[config.mk]
export PLATFORM = sky130hd
export DESIGN_NAME = branch_offset_encoder
export DESIGN_NICKNAME = d
export VERILOG_FILES = /design/src/rtl/branch_pkg.sv /design/src/rtl/serial_sub_slice.sv /design/src/rtl/branch_offset_encoder.sv
export SDC_FILE = /design/constraint.sdc
export NUM_CORES = 1
export LEC_CHECK = 0
export BUFFER_PORTS_ARGS = -buffer_cell sky130_fd_sc_hd__buf_4
export CAP_MARGIN = 20
export CELL_PAD_IN_SITES_DETAIL_PLACEMENT = 1
export CELL_PAD_IN_SITES_GLOBAL_PLACEMENT = 1
export CORE_MARGIN = 2
export CORE_UTILIZATION = 45
export CTS_BUF_LIST = sky130_fd_sc_hd__clkbuf_2 sky130_fd_sc_hd__clkbuf_4 sky130_fd_sc_hd__clkbuf_8
export DETAILED_ROUTE_END_ITERATION = 7
export HOLD_SLACK_MARGIN = 0.08
export PLACE_DENSITY_LB_ADDON = 0.1
export SETUP_SLACK_MARGIN = 0.3
export SYNTH_ARGS = -nofsm -noshare
export SYNTH_HDL_FRONTEND = slang
export SYNTH_HIERARCHICAL = 1
export SYNTH_SLANG_ARGS = --single-unit
[constraint.sdc]
create_clock -name clk -period 4.2 [get_ports clk]
set_input_delay 0.63 -clock clk [delete_from_list [all_inputs] [get_ports clk]]
set_output_delay 0.63 -clock clk [all_outputs]
set_load 0.005 [all_outputs]
[src/rtl/branch_pkg.sv]
// branch_pkg: shared types and widths for the branch offset encoder.
//   state_e    : encoder FSM states
//   DIFF_W     : width of the PC-to-target difference (no-wrap width)
//   OFFSET_W   : width of the encoded signed word offset
//   WORD_SHIFT : right shift turning a byte difference into a word offset
package branch_pkg;
    typedef enum logic [1:0] {
        IDLE  = 2'd0,
        RUN   = 2'd1,
        CHECK = 2'd2,
        DONE  = 2'd3
    } state_e;
    localparam int DIFF_W     = 33;
    localparam int OFFSET_W   = 16;
    localparam int WORD_SHIFT = 2;
endpackage

[src/rtl/serial_sub_slice.sv]
// serial_sub_slice: W-bit combinational ripple-carry adder slice.
//   a, b : addend chunks (caller inverts b to subtract)
//   cin  : carry into bit 0
//   s    : sum chunk
//   cout : carry out of bit W-1
module serial_sub_slice #(
    parameter int W = 1
) (
    input  logic [W-1:0] a,
    input  logic [W-1:0] b,
    input  logic         cin,
    output logic [W-1:0] s,
    output logic         cout
);
    logic [W:0] c;
    assign c[0] = cin;
    for (genvar i = 0; i < W; i++) begin : g_fa
        assign s[i]   = a[i] ^ b[i] ^ c[i];
        assign c[i+1] = (a[i] & b[i]) | (c[i] & (a[i] ^ b[i]));
    end
    assign cout = c[W];
endmodule

[src/rtl/branch_offset_encoder.sv]
// branch_offset_encoder: bit-serial computation of the signed word offset from pc to target.
//   clk, rst   : clock, asynchronous active-high reset
//   start      : request strobe, accepted only while ready
//   pc, target : operands, captured on accept
//   ready      : high in IDLE
//   done       : one-cycle result-valid pulse
//   offset     : encoded offset (truncated when a flag is set), held until next accept
//   overflow   : difference does not fit the offset after the shift
//   misaligned : difference has nonzero bits below the shift
module branch_offset_encoder
    import branch_pkg::*;
#(
    parameter int BITS_PER_CYCLE = 1,
    parameter int SHIFT          = WORD_SHIFT
) (
    input  logic                clk,
    input  logic                rst,
    input  logic                start,
    input  logic [31:0]         pc,
    input  logic [31:0]         target,
    output logic                ready,
    output logic                done,
    output logic [OFFSET_W-1:0] offset,
    output logic                overflow,
    output logic                misaligned
);
    localparam int B  = BITS_PER_CYCLE;
    localparam int N  = DIFF_W / B;
    localparam int HI = SHIFT + OFFSET_W - 1;
    localparam logic [DIFF_W-1:0] HI_ONES = {DIFF_W{1'b1}} >> HI;
    localparam logic [DIFF_W-1:0] LO_MASK = (DIFF_W'(1) << SHIFT) - DIFF_W'(1);

    state_e              state_q, state_d;
    logic [5:0]          cnt_q, cnt_d;
    logic [DIFF_W-1:0]   a_q, a_d, b_q, b_d, res_q, res_d;
    logic                carry_q, carry_d;
    logic [OFFSET_W-1:0] offset_q, offset_d;
    logic                ovf_q, ovf_d, mis_q, mis_d;
    logic [B-1:0]        sum;
    logic                cout;

    serial_sub_slice #(.W(B)) u_slice (
        .a   (a_q[B-1:0]),
        .b   (~b_q[B-1:0]),
        .cin (carry_q),
        .s   (sum),
        .cout(cout)
    );

    always_comb begin
        state_d  = state_q;
        cnt_d    = cnt_q;
        a_d      = a_q;
        b_d      = b_q;
        res_d    = res_q;
        carry_d  = carry_q;
        offset_d = offset_q;
        ovf_d    = ovf_q;
        mis_d    = mis_q;
        case (state_q)
            IDLE: if (start) begin
                a_d     = {1'b0, target};
                b_d     = {1'b0, pc};
                carry_d = 1'b1;
                cnt_d   = '0;
                state_d = RUN;
            end
            RUN: begin
                // new sum chunk enters at the top; after N chunks res_q holds the full difference
                res_d   = DIFF_W'({sum, res_q} >> B);
                a_d     = a_q >> B;
                b_d     = b_q >> B;
                carry_d = cout;
                cnt_d   = cnt_q + 6'd1;
                state_d = (cnt_q == 6'(N - 1)) ? CHECK : RUN;
            end
            CHECK: begin
                mis_d    = |(res_q & LO_MASK);
                // in range only when every bit above the offset's sign bit matches it
                ovf_d    = !(((res_q >> HI) == '0) || ((res_q >> HI) == HI_ONES));
                offset_d = res_q[SHIFT +: OFFSET_W];
                state_d  = DONE;
            end
            DONE: state_d = IDLE;
        endcase
    end

    always_ff @(posedge clk or posedge rst) begin
        if (rst) begin
            state_q  <= IDLE;
            cnt_q    <= '0;
            a_q      <= '0;
            b_q      <= '0;
            res_q    <= '0;
            carry_q  <= 1'b0;
            offset_q <= '0;
            ovf_q    <= 1'b0;
            mis_q    <= 1'b0;
        end else begin
            state_q  <= state_d;
            cnt_q    <= cnt_d;
            a_q      <= a_d;
            b_q      <= b_d;
            res_q    <= res_d;
            carry_q  <= carry_d;
            offset_q <= offset_d;
            ovf_q    <= ovf_d;
            mis_q    <= mis_d;
        end
    end

    assign ready      = (state_q == IDLE);
    assign done       = (state_q == DONE);
    assign offset     = offset_q;
    assign overflow   = ovf_q;
    assign misaligned = mis_q;
endmodule

==> run metrics, run 1 <==
largest fanout on the critical path 84; I/O pin count 87; drt total wl 13600 microns; pin count of the biggest net entering global routing 125; TritonCTS clock tree done; clk slew on worst S/H paths 0.07 ns; Arrival @ worst endpoint 2.03 ns; Slew HR 0.347; hpwl dp 8510 microns; fin area 6830 sq um; root buf cell clkbuf_8; DR pass1 iterations 4; Initial Util 0.457; DRC 0; mapped cell area 5720 sq um; final RePlAce weighted congestion 0.748; Critical Path Source Type register; CP Class reg -> out; Tot GR Track Use 0.217; status finished clean; total inserted antenna cells 0; dpl ws 1.86 ns; initial antenna violation count 0; R2R setup slack 1.89 ns; syn_nets 665; FF-to-FF End b_q[26]$_DFFE_PP0P_; post-CTS setup buffer count 0; f_max 377 MHz; Nets 731; Max Root-Sink Buffers 2; post-layout min period 2.66 ns; clock sinks 124; sequential area share after synthesis 0.542; H-tree levels 4; WL/cell 16.0 microns; Worst Hold Class in -> async; Post-DP Area 6430 sq um; Reg2Reg Depth 5; port bufs 86; routed vias 4546; Mapped Cells 595; CTS-repair resized insts 0; Inst Count DP 814; Distinct cells, synth 30; synthesis warning total 6; Peak VDD IR 0.000282 V; Req. time, crit path 3.57 ns; clk_skew 0.00724 ns; Num CTS Buffers 17; Die Wd 117 microns; synthesized flop and latch total 124; setup ws final 1.54 ns; slew of the pin with the lowest slew margin 0.979 ns; Clock Latency Late Sink 0.44 ns; core footprint 12500 sq um; Slew Viols, Final 0; Final Hold Vio Count 0; Via density 5.38; layout cells sized above 1 0.221; RSZ-0062 raised after global routing false; number of global-route vias before repair 4911; fin crit share 0.632; Iter 0 DRT Violations 232; DIE HEIGHT 117 microns; total global routing overflow 0; pwr dens 666 nW/um^2; LEAKAGE 3.34 nW; hold_buf cts 0; max-cap violation count 0; first-pass GRT wire length 23200 microns; row count 41; fin cells 845; Critical Path End Type output port; Detail Route Antenna Nets 0; Avg Cell Area, Syn 9.62 sq um; die area 13600 sq um; Area Growth Syn to Fin 19.4%; final setup violating endpoints 0; setup TNS 0 ns
==> through the flow <==
step	hold WS [ns]	util	power (mW)
2_1_floorplan	0.439	-	3.09
3_3_place_gp	0.456	0.514	3.41
3_5_place_dp	0.475	0.514	3.55
4_1_cts	0.404	0.546	4.63
5_1_grt	0.425	0.546	4.94
6_report	0.388	0.546	4.55
==> cells by family after synthesis <==
group	synth area share
and+or+nand+nor	0.198
AOI/OAI and AO/OA	0.168
DFF	0.542
buffers and inverters	0.0450
muxes	0.0387
adders and majority gates	0.00787
==> cell type report <==
class	count	area [sq um]
well taps	172	215
inverters	5	22.5
clock inverters	7	87.6
flip-flops and latches	124	3110
fillers	1480	5690
repair buffers	94	718
multi-input cells	419	2370
clock buffers	24	312
==> cell usage after synthesis <==
library cell | count | area (sq um)
a21bo_2 | 1 | 10.0
a21oi_1 | 64 | 320
a22o_1 | 2 | 17.5
a22oi_1 | 31 | 233
a2bb2oi_1 | 1 | 8.76
and2_1 | 1 | 6.26
and3_1 | 1 | 6.26
and3b_1 | 31 | 272
and4_1 | 1 | 8.76
buf_2 | 26 | 130
buf_4 | 6 | 45.0
buf_6 | 1 | 11.3
clkbuf_1 | 14 | 52.6
dfrtp_1 | 124 | 3100
fa_1 | 1 | 20.0
ha_1 | 2 | 25.0
inv_1 | 5 | 18.8
mux2_2 | 17 | 191
mux2i_1 | 3 | 30.0
nand2_1 | 136 | 510
nand2b_1 | 3 | 18.8
nand4_1 | 7 | 43.8
nor2_1 | 5 | 18.8
nor2b_1 | 34 | 213
nor4_1 | 6 | 37.5
o21ai_0 | 68 | 340
o21ai_1 | 1 | 5.00
o21bai_2 | 1 | 11.3
o22ai_1 | 1 | 6.26
o31ai_1 | 1 | 7.51
==> flip-flops by register name (all words and copies together), names as in the netlist, named ones only <==
| name | cells |
|---|---|
| overflow | 1 |
| carry_q | 1 |
| res_q | 33 |
| offset | 16 |
| cnt_q | 6 |
| a_q | 32 |
| misaligned | 1 |
| b_q | 32 |
| state_q | 1 |
==> power by group <==
group,switching [mW],total [mW],internal [mW]
clock,0.452,1.05,0.603
sequential,0.399,2.08,1.68
combinational,0.806,1.41,0.609
==> how the worst max path moves through the flow <==
stage / from / to / slack, ns / cells past startpoint
finish: state_q[0]$_DFFE_PP0P_ / done / 1.54 / 3
global route: state_q[0]$_DFFE_PP0P_ / done / 1.34 / 3
CTS: state_q[0]$_DFFE_PP0P_ / done / 1.49 / 3
detailed placement: register / b_q[26]$_DFFE_PP0P_ / 1.86 / 5
global placement: register / b_q[13]$_DFFE_PP0P_ / 1.94 / 5
floorplan: rst / async pin / 2.04 / 1
==> placed cells by master (no fill, tap or decap), types with 2 or more instances in the layout <==
cell type | synthesis | layout
and3b_1 | 31 | 31
dfrtp_1 | 124 | 122
nand2_1 | 136 | 136
nand4_1 | 7 | 7
ha_1 | 2 | 2
nand2b_1 | 3 | 3
nor2b_1 | 34 | 32
o21ai_0 | 68 | 68
nor2_1 | 5 | 5
dfrtp_2 | 0 | 2
clkbuf_8 | 0 | 21
bufinv_16 | 0 | 2
clkbuf_4 | 0 | 3
buf_4 | 6 | 93
clkinv_2 | 0 | 4
a21oi_1 | 64 | 64
nor4_1 | 6 | 6
mux2_2 | 17 | 17
a22oi_1 | 31 | 31
inv_1 | 5 | 4
mux2i_1 | 3 | 3
a22o_1 | 2 | 2
clkinvlp_4 | 0 | 2
==> worst max-delay path, stage by stage, from the launching register on <==
cell and delay, ns:
dfrtp_2 0.59, buf_4 0.62, and2_1 0.22, buf_4 0.11
==> routing by layer <==
layer / vias to the layer above / wire length [microns] / GRT usage
li1: 2180 / - / -
met1: 2277 / 6020 / 0.270
met2: 71 / 6870 / 0.373
met3: 18 / 443 / 0.0462
met4: 0 / 228 / 0.0824
met5: - / 0 / 0
Note: power is estimated with default switching activity, not from simulation.
==> run 2: changes to the inputs <==
- CORE_UTILIZATION: 45 -> 41
- clock period: 4.2 -> 2.24 ns (I/O delays scaled with it)
==> run 2 against run 1 <==
Power up 93%. Clock-buffer cell count did not move. Non-clock buffer count rose by 12. Clock power up 100%. Critical path type unchanged. Via count rose by 1.1%. Critical endpoint unchanged. Worst setup slack lost 1.1 ns. Largest cell class unchanged. Sequential power up 85%. Die area is 9.4% higher. Sequential cell count is the same.
==> run metrics, run 2 (synthesis gave the netlist of run 1 again) <==
slew of the pin with the lowest slew margin 0.873 ns; RSZ-0062 raised after global routing false; Critical Path End Type output port; Via density 5.31; Detail Route Antenna Nets 0; max-cap violation count 0; post-layout min period 1.84 ns; Max Root-Sink Buffers 2; number of global-route vias before repair 4830; fin crit share 0.819; Arrival @ worst endpoint 1.50 ns; CP Class reg -> out; Net Sw Power 3.14 mW; max FFs per register 33; crit-path most repeated cell buf_4; total inserted antenna cells 0; Worst Hold Class in -> reg; Worst path slowest cell dfrtp_2; Largest regs res_q x33, a_q x32, b_q x32; initial antenna violation count 0; DRC 0; core footprint 13800 sq um; Clock Latency Late Sink 0.44 ns; Final Hold Vio Count 0; dpl ws 0.443 ns; hpwl dp 9180 microns; Die Wd 122 microns; setup TNS 0 ns; Nets 743; most common cell after layout, fill and taps aside nand2_1; clk_skew 0.0101 ns; DR pass1 iterations 4; pin count of the biggest net entering global routing 106; Int Pwr 5.64 mW; most frequent cells in the layout nand2_1, dfrtp_1, buf_4; fin util 0.509; Req. time, crit path 1.90 ns; routed vias 4594; Tot GR Track Use 0.203; crit-path cells buf_4 -> and2_1 -> buf_4; Slew HR 0.418; clock share of power 0.241; root buf cell clkbuf_8; clk slew on worst S/H paths 0.08 ns; H-tree levels 4; post-CTS setup buffer count 0; Slew Viols, Final 0; Slowest Stage Delay on Critical Path 0.53 ns; share of total power in sequential cells 0.439; WL/cell 16.1 microns; Net Sw Frac 0.358; Iter 0 DRT Violations 247; CP delay by family, top flip-flops; Comb pwr share 0.320; clock sinks 124; Area Growth Syn to Fin 22.6%; row count 43; f_max 545 MHz; port bufs 86; final RePlAce weighted congestion 0.720; Peak VDD IR 0.000564 V; final setup violating endpoints 0; largest fanout on the critical path 15; I/O pin count 87; worst path bufs/invs 2; TritonCTS clock tree done; status finished clean; DIE HEIGHT 122 microns; LEAKAGE 3.43 nW; Num CTS Buffers 17; pwr dens 1250 nW/um^2; layout cells sized above 1 0.234; Largest Register res_q; Critical Path Source Type register; die area 14900 sq um; drt total wl 13900 microns; setup ws final 0.405 ns; Initial Util 0.415; first-pass GRT wire length 23600 microns; total global routing overflow 0
-- run 2: cell types whose count changed in the layout (fill, tap and decap cells not counted) --
cell / delta
clkinvlp_4: -1
buf_12: +4
bufinv_16: +1
buf_4: +6
clkbuf_4: -1
clkbuf_8: +1
buf_6: +1
dlygate4sd3_1: +1
-- run 2: area by class of cell --
class	count	area [sq um]
clock buffers	24	318
clock inverters	7	110
fillers	1570	6760
inverters	5	22.5
multi-input cells	419	2370
flip-flops and latches	124	3110
well taps	180	225
repair buffers	106	865
-- run 2: final timing paths --
kind	startpoint	to	slack, ns	cells past startpoint
max in group asynchronous	rst	a_q[9]$_DFFE_PP0P_	1.06	4
setup / recovery	register	done	0.40	3
hold / removal	pc[8]	b_q[8]$_DFFE_PP0P_	0.18	3
hold reg to reg	cnt_q[5]$_DFFE_PP0P_	cnt_q[5]$_DFFE_PP0P_	0.47	1
min in group asynchronous	rst	res_q[0]$_DFFE_PP0P_	0.56	3
setup reg to reg	state_q[0]$_DFFE_PP0P_	a_q[9]$_DFFE_PP0P_	0.52	4
-- run 2: layer usage --
| layer | global-route usage | wire (microns) |
|---|---|---|
| met2 | 0.338 | 6990 |
| met1 | 0.260 | 6360 |
| met5 | 0 | 0 |
| met3 | 0.0524 | 450 |
| met4 | 0.0639 | 140 |
-- run 2: through the flow --
| step | power [mW] | instances | instance area, sq um | hold WS (ns) |
|---|---|---|---|---|
| final | 8.77 | 865 | 7020 | 0.184 |
| after CTS | 8.90 | 865 | 7010 | 0.163 |
| after floorplan | 5.80 | 595 | 5730 | 0.439 |
| after detailed placement | 6.73 | 833 | 6580 | 0.468 |
| after global placement | 6.51 | 833 | 6580 | 0.460 |
| after global routing | 9.50 | 865 | 7020 | 0.161 |
-- run 2: what timing repair did --
item / 4_1_cts / 5_1_grt
hold buffers: 1 / 0
hold endpoints to repair: 20 / 0
resized for setup: 0 / 1
endpoints found under the setup margin: 0 / 1
-- run 2: worst register-to-register path, stage by stage, from the launching register on --
cell	delay [ns]
dfrtp_2	0.43
o21bai_2	0.71
buf_4	0.35
nand2_1	0.07
o21ai_0	0.08
-- run 2: power groups by stage --
stage / Clock, mW / Combinational [mW] / Sequential [mW]
after floorplan: 0 / 2.14 / 3.66
after global placement: 0 / 2.68 / 3.83
after detailed placement: 0 / 2.85 / 3.88
after CTS: 2.18 / 2.87 / 3.85
after global routing: 2.29 / 3.23 / 3.98
final: 2.12 / 2.81 / 3.85
==> run 3: changes to the inputs <==
- CORE_UTILIZATION: 41 -> 45
- clock period: 2.24 -> 1.93 ns (I/O delays scaled with it)
==> run 3 against run 2 <==
Clock skew increased by 0.0061 ns. Via count increased by 0.41%. Register-to-register slack got worse by 0.13 ns. Global-route usage increased by 1.5 points. Worst setup slack got worse by 0.10 ns. Wire length increased by 0.40%. Utilization increased by 5.4 points. Critical path depth unchanged. Hold slack got worse by 0.052 ns.
==> run metrics, run 3 (synthesis gave the netlist of run 1 again) <==
Comb pwr share 0.330; Critical Path End Type output port; DRC 0; Largest Register res_q; CP Class reg -> out; DIE HEIGHT 117 microns; first-pass GRT wire length 23100 microns; LEAKAGE 3.46 nW; Arrival @ worst endpoint 1.34 ns; Die Wd 117 microns; Critical Path Source Type register; Inst Count DP 823; clk slew on worst S/H paths 0.08 ns; status finished clean; clock sinks 124; DR pass1 iterations 4; multi-input logic area 2370 sq um; layout cells sized above 1 0.241; setup TNS 0 ns; max-cap violation count 0; most frequent cells in the layout nand2_1, dfrtp_1, buf_4; total global routing overflow 0; Largest regs res_q x33, a_q x32, b_q x32; number of global-route vias before repair 4632; Reg2Reg Depth 5; Nets 747; Tot GR Track Use 0.218; final setup violating endpoints 0; FF-to-FF End cnt_q[2]$_DFFE_PP0P_; HP Start pc[12]; port bufs 86; hold path cells 3; most common cell after layout, fill and taps aside nand2_1; f_max 615 MHz; Detail Route Antenna Nets 0; initial antenna violation count 0; hpwl dp 8630 microns; total inserted antenna cells 0; fin cells 862; fin crit share 0.842; pwr dens 1470 nW/um^2; Initial Util 0.457; Int Pwr 6.71 mW; Via density 5.35; # fillers 1479; die area 13600 sq um; core footprint 12500 sq um; slew of the pin with the lowest slew margin 0.583 ns; Slew HR 0.612; WL/cell 16.2 microns; Worst Hold End b_q[12]$_DFFE_PP0P_; routed vias 4613; max FFs per register 33; hold_ws 0.132 ns; share of total power in sequential cells 0.428; pin count of the biggest net entering global routing 104; Iter 0 DRT Violations 195; Num CTS Buffers 17; RSZ-0062 raised after global routing true; root buf cell clkbuf_8; Worst Hold Class in -> reg; clock share of power 0.242; I/O pin count 87; largest fanout on the critical path 3; Register Area 3110 sq um; Slew Viols, Final 0; R2R setup slack 0.39 ns; Clock Latency Late Sink 0.45 ns; Net Sw Frac 0.354; Area Growth Syn to Fin 23.4%; drt total wl 14000 microns; Req. time, crit path 1.64 ns; Net Sw Power 3.68 mW; clk_skew 0.0162 ns; Max Root-Sink Buffers 2; H-tree levels 4; Final Hold Vio Count 0; TritonCTS clock tree done; Peak VDD IR 0.000570 V; row count 41; post-layout min period 1.63 ns; final RePlAce weighted congestion 0.760
==> run 3: power by group through the flow <==
stage / clock [mW] / sequential [mW] / combinational [mW]
floorplan: 0 / 4.24 / 2.49
global placement: 0 / 4.43 / 3.07
detailed placement: 0 / 4.50 / 3.25
CTS: 2.59 / 4.45 / 3.38
global route: 2.70 / 4.60 / 3.92
finish: 2.51 / 4.45 / 3.43
==> run 3: layout make-up <==
class / instances / area share
Multi-Input combinational cell: 419 / 0.336
Clock buffer: 27 / 0.0482
Clock inverter: 5 / 0.0147
Timing Repair Buffer: 110 / 0.127
Sequential cell: 124 / 0.440
Tap cell: 172 / 0.0305
Inverter: 5 / 0.00319
==> run 3: per-layer routing <==
metal / vias up / wire length [microns] / global-route usage
li1: 2217 / - / -
met1: 2313 / 6490 / 0.292
met2: 70 / 6940 / 0.352
met3: 13 / 425 / 0.0545
met4: 0 / 143 / 0.0682
met5: - / 0 / 0
==> run 3: worst max-delay path by stage <==
| stage | cells after the start | slack (ns) | endpoint |
|---|---|---|---|
| 2_1_floorplan | 1 | 0.12 | async pin |
| 4_1_cts | 3 | 0.28 | done |
| 5_1_grt | 3 | 0.27 | done |
| 3_3_place_gp | 4 | 0.39 | cnt_q[2]$_DFFE_PP0P_ |
| 3_5_place_dp | 4 | 0.37 | cnt_q[2]$_DFFE_PP0P_ |
| 6_report | 3 | 0.30 | done |
==> run 3: repair_timing <==
action,CTS,global route
endpoints found under the hold margin,124,0
gates resized for setup,8,5
buffers inserted,4,1
cloned,0,1
hold buffers,1,0
setup endpoints to repair,2,11
==> run 3: stage by stage <==
| step | total power [mW] | setup WS, ns | utilization | cell area [sq um] |
|---|---|---|---|---|
| floorplan | 6.73 | 0.115 | - | 5730 |
| global placement | 7.50 | 0.387 | 0.519 | 6500 |
| detailed placement | 7.74 | 0.371 | 0.519 | 6500 |
| CTS | 10.4 | 0.282 | 0.560 | 7010 |
| global route | 11.2 | 0.266 | 0.564 | 7060 |
| finish | 10.4 | 0.305 | 0.564 | 7060 |
==> run 3: critical path, cell delays in order (launching register included) <==
cell and delay, ns:
dfrtp_4 0.50, buf_8 0.13, and2_4 0.15, buf_6 0.10
